`src/rtl/bcd_pkg.sv`:
```
// rtl/bcd_pkg.sv - shared BCD digit type, limits and validity helper
package bcd_pkg;

    typedef logic [3:0] bcd_digit_t;

    localparam bcd_digit_t BCD_MAX = 4'd9;
    localparam bcd_digit_t BCD_MIN = 4'd0;

    function automatic logic is_bcd(input bcd_digit_t d);
        return (d <= BCD_MAX);
    endfunction

endpackage

```
`src/rtl/bcd_digit.sv`:
```
// rtl/bcd_digit.sv - combinational single BCD digit cell; down path built with BCD_CNT_DOWN_EN
module bcd_digit
    import bcd_pkg::*;
(
    input  bcd_digit_t d,
    input  logic       ci,
`ifdef BCD_CNT_DOWN_EN
    input  logic       bi,
    output logic       bo,
`endif
    output bcd_digit_t nd,
    output logic       co
);

    // ci and bi are never both high: the top only issues one direction per cycle.
    always_comb begin
        nd = d;
        co = 1'b0;
`ifdef BCD_CNT_DOWN_EN
        bo = 1'b0;
`endif
        if (ci) begin
            if (d == BCD_MAX) begin
                nd = BCD_MIN;
                co = 1'b1;
            end else begin
                nd = d + 4'd1;
            end
        end
`ifdef BCD_CNT_DOWN_EN
        else if (bi) begin
            if (d == BCD_MIN) begin
                nd = BCD_MAX;
                bo = 1'b1;
            end else begin
                nd = d - 4'd1;
            end
        end
`endif
    end

endmodule

```
`src/rtl/bcd_counter.sv`:
```
// rtl/bcd_counter.sv - N-digit registered BCD counter; BCD_CNT_DOWN_EN adds dec/borrow
module bcd_counter
    import bcd_pkg::*;
#(
    parameter int DIGITS = 4
) (
    input  logic                clk,
    input  logic                rst_n,
    input  logic                clr,
    input  logic                load,
    input  logic [4*DIGITS-1:0] load_val,
    input  logic                inc,
`ifdef BCD_CNT_DOWN_EN
    input  logic                dec,
`endif
    input  logic                sat,
    output logic [4*DIGITS-1:0] q,
    output logic                carry,
    output logic                borrow,
    output logic                load_err
);

    logic [4*DIGITS-1:0] q_next;
    logic [DIGITS:0]     c;
    logic                load_ok;

`ifdef BCD_CNT_DOWN_EN
    logic [DIGITS:0] b;
    logic            borrow_r;

    assign c[0]   = inc & ~dec;
    assign b[0]   = dec & ~inc;
    assign borrow = borrow_r;
`else
    assign c[0]   = inc;
    assign borrow = 1'b0;
`endif

    // Carry/borrow out of the top digit means q was all-9s / all-0s.
    for (genvar i = 0; i < DIGITS; i++) begin : g_digit
        bcd_digit u_digit (
            .d  (q[4*i +: 4]),
            .ci (c[i]),
`ifdef BCD_CNT_DOWN_EN
            .bi (b[i]),
            .bo (b[i+1]),
`endif
            .nd (q_next[4*i +: 4]),
            .co (c[i+1])
        );
    end

    always_comb begin
        load_ok = 1'b1;
        for (int i = 0; i < DIGITS; i++) begin
            if (!is_bcd(load_val[4*i +: 4])) load_ok = 1'b0;
        end
    end

    always_ff @(posedge clk or negedge rst_n) begin
        if (!rst_n) begin
            q        <= '0;
            carry    <= 1'b0;
            load_err <= 1'b0;
`ifdef BCD_CNT_DOWN_EN
            borrow_r <= 1'b0;
`endif
        end else begin
            carry    <= 1'b0;
            load_err <= 1'b0;
`ifdef BCD_CNT_DOWN_EN
            borrow_r <= 1'b0;
`endif
            if (clr) begin
                q <= '0;
            end else if (load) begin
                if (load_ok) q <= load_val;
                else         load_err <= 1'b1;
            end else if (c[DIGITS]) begin
                carry <= 1'b1;
                if (!sat) q <= q_next;
            end
`ifdef BCD_CNT_DOWN_EN
            else if (b[DIGITS]) begin
                borrow_r <= 1'b1;
                if (!sat) q <= q_next;
            end
`endif
            else begin
                q <= q_next;
            end
        end
    end

endmodule
```
`config.mk`:
```
export PLATFORM = sky130hd
export DESIGN_NAME = bcd_counter
export DESIGN_NICKNAME = d
export VERILOG_FILES = /design/src/rtl/bcd_pkg.sv /design/src/rtl/bcd_digit.sv /design/src/rtl/bcd_counter.sv
export SDC_FILE = /design/constraint.sdc
export NUM_CORES = 1
export LEC_CHECK = 0
export BUFFER_PORTS_ARGS = -buffer_cell sky130_fd_sc_hd__buf_2
export CORE_MARGIN = 2
export CORE_UTILIZATION = 40
export DETAILED_ROUTE_END_ITERATION = 12
export PLACE_DENSITY = 0.65
export SLEW_MARGIN = 15
export SYNTH_ARGS = -nofsm -noshare
export SYNTH_HDL_FRONTEND = slang
export SYNTH_HIERARCHICAL = 1
export SYNTH_SLANG_ARGS = --single-unit
```
`constraint.sdc`:
```
create_clock -name clk -period 6.9 [get_ports clk]
set_input_delay 1.38 -clock clk [delete_from_list [all_inputs] [get_ports clk]]
set_output_delay 1.38 -clock clk [all_outputs]
set_load 0.005 [all_outputs]
```
==> metrics.txt <==
clock tree from TritonCTS=yes; critical path's top delay family=simple AND/OR/NAND/NOR gates; Max Slew Vio Count=0; # resized after CTS=0; Final #Nets=between 150 and 200; Switching Share=30.60%; routed vias/inst=around 5; RSZ-0062 raised after global routing=no; CP max stage delay=0.49 ns; critical path, cell by cell=buf_2 > nand2_2 > nor3b_1 > nand2_2 > nor3b_1 > nand2_2 > nor3b_1 > nand2_2 > nor3b_1 > nor3b_4 > a21oi_4 > mux2_1; IO Pins=41; Startpoint Class=primary input; initial antenna violation count=0; Die H=63.43 um; Synth area leaders=dfrtp_1 32%, mux2i_1 11%, mux2_4 11%; Post-Syn Area per Cell=10.62 sq um; top-area cell type share of the netlist area=a little under a third; switching pwr=a little over 80 uW; DRT iter0 DRCs=between 50 and 60; setup TNS=0 ns; diodes inserted=0; Hold Path Stages=1; Die Wd=~63 um; total wire length=approximately 3.0 mm; post-CTS setup buffer count=0; Port Buf Inserts=39; final clock skew=0.007301 ns; Tot GR Track Use=16.30%; CTS buffer count=3; Fmax=225.1 MHz; synth unique cells=29; crit end category=flop; vias in the first global route=~1100; grt ovf=0; Cells after DPL=between 200 and 250; Gate power share=26.0%; Reg2Reg Depth=11; H-tree levels=1; Static Leak=roughly 0.00088 uW; worst slew pin tran=0.7306 ns; Clock Sinks=18; clock share of power=25.5%; worst hold slack=0.5980 ns; flops & latches, synth=18; Mapped Cells=roughly 130; via count=1091; CP bufs+invs=1; Post-CTS Hold Buffers=0; post-synthesis cell area=1413 sq um; Setup violations, final=0; dpl cell area=1612 sq um; Final Wtd Congestion=0.7639; DR pass1 iterations=4; Crit Path Max Fanout=16; first-pass GRT wire length=5.230 mm; Max stage delay cell, worst path=nor3b_1; # rows=21; Setup CP Type=primary input to flop; YS warnings=6; routed len/inst=13.73 um; post-synth top area cell=dfrtp_1; worst-skew pair later-pin latency=0.30 ns; Bufs on Longest Clock Path=2; Tmin final=4.442 ns; clk root buf=clkbuf_4; largest net degree at the start of global routing=19; peak supply drop=0.1128 mV; Post-Layout Cell Count=216; post-synthesis sequential area ratio=31.89%; worst path arrival time=4.63 ns; Maximum Capacitance Violations=0; fin crit share=64.38%; Core Area=around 3400 sq um; DP Wirelength=roughly 2.2 mm; Reg power frac=slightly below 50%; PwrDens=161.3 nW/um^2; Final ANT Viol Nets=0; CP Depth=12; die area=4023 sq um; status=finished, final reports clean; Syn Nets=155; final hold violation count=0; fraction of layout cells with a size suffix above 1=42.94%; Initial Util=42.00%; Residual DRC=0; Final Cell Area=1648 sq um; worst path required time=7.09 ns; clock slew at reported path FFs=about 0.11 ns; HP Class=flop to flop; max_slew headroom=between 50% and 60%; Pint=184.4 uW; Area Growth Syn to Fin=16.65%
[final timing paths]
| kind | from | to | slack (ns) |
|---|---|---|---|
| worst max-delay path | inc | q[5]$_DFFE_PN0P_ | 2.46 |
| worst min-delay path | q[3]$_DFFE_PN0P_ | q[3]$_DFFE_PN0P_ | 0.60 |
| worst max register to register | q[2]$_DFFE_PN0P_ | q[5]$_DFFE_PN0P_ | 3.07 |
| worst min register to register | q[3]$_DFFE_PN0P_ | q[3]$_DFFE_PN0P_ | 0.60 |
| max in group asynchronous | rst_n | q[5]$_DFFE_PN0P_ | 5.60 |
| min in group asynchronous | rst_n | q[0]$_DFFE_PN0P_ | 1.00 |
[layer usage]
metal | up-vias | part of all wire (%) | track usage, %
met5 | - | 0 | 0
met4 | 0 | 0.47 | 2.446
met3 | 2 | 6.0 | 4.643
met2 | 33 | 46 | 25.26
met1 | 511 | 47 | 22.99
li1 | 545 | - | -
[cell usage in the layout, fill, tap and decap left out]
cell / n
nor3b_1: 4
clkbuf_4: 3
nor3_2: 4
nand2_2: 4
nand3_1: 4
nor2b_2: 4
mux2_4: 10
o21ai_1: 8
nor3b_4: 1
nand2b_4: 1
and4b_1: 4
o21ai_0: 4
nor2b_1: 4
a41oi_4: 1
mux2_1: 2
conb_1: 1
dfrtp_1: 18
a21o_1: 4
xnor2_1: 4
xor2_1: 4
nor2_1: 16
a21oi_4: 1
mux2i_1: 16
mux2_2: 4
clkbuf_8: 1
buf_2: 39
nand2_1: 4
[per-stage QoR]
step                      worst slack [ns]  utilization, %  total power (uW)
after floorplan                      2.722               -             176.6
after global placement               2.368           47.92             198.9
after detailed placement             2.157           47.92             200.9
after CTS                            2.462           49.00             269.2
after global routing                 2.074           49.00             284.7
final                                2.458           49.00             265.8
[sequential cells by signal, indices dropped and copies added (netlist names)]
name	cells
carry	1
load_err	1
q	16
[synth_stat cells, drive strengths merged]
cell type	n
mux2	16
dfrtp	18
a41oi	1
o21ai	12
conb	1
and4b	4
clkbuf	1
mux2i	16
a21oi	1
nor2	16
nand3	4
nand2	8
xor2	4
xnor2	4
buf	5
nor3b	5
a21o	4
nor2b	8
nand2b	1
nor3	4
[worst register-to-register path, stage by stage, from the launching register on]
cell and delay, ns:
dfrtp_1 0.47, nor2b_2 0.19, nor3b_1 0.50, nand2_2 0.16
nor3b_1 0.48, nand2_2 0.15, nor3b_1 0.49, nand2_2 0.15
nor3b_1 0.22, nor3b_4 0.29, a21oi_4 0.24, mux2_1 0.37
[power by group through the flow]
stage	clock, uW	sequential [uW]	combinational [uW]
2_1_floorplan	0	129	47.5
3_3_place_gp	0	130	68.8
3_5_place_dp	0	131	70.0
4_1_cts	70.0	129	70.4
5_1_grt	76.7	132	76.5
6_report	67.7	129	69.2
[cell families (layout without fill, tap and decap cells)]
family / after synthesis / count (layout) / share of synthesized area (%)
buf+inv: 6 / 43 / 3.808
other cells: 1 / 1 / 0.2655
xor+xnor: 8 / 8 / 4.960
mux: 32 / 32 / 26.75
simple gates: 50 / 50 / 22.85
flops: 18 / 18 / 31.89
compound gates: 18 / 18 / 9.478
[area by class of cell]
type | count | area, sq um
Clock buffer | 4 | 36.28
Fill cell | 345 | 1715
Multi-Input combinational cell | 109 | 908.4
Sequential cell | 18 | 450.4
Tap cell | 46 | 57.56
Timing Repair Buffer | 39 | 195.2
(Power assumes the default switching activity.)
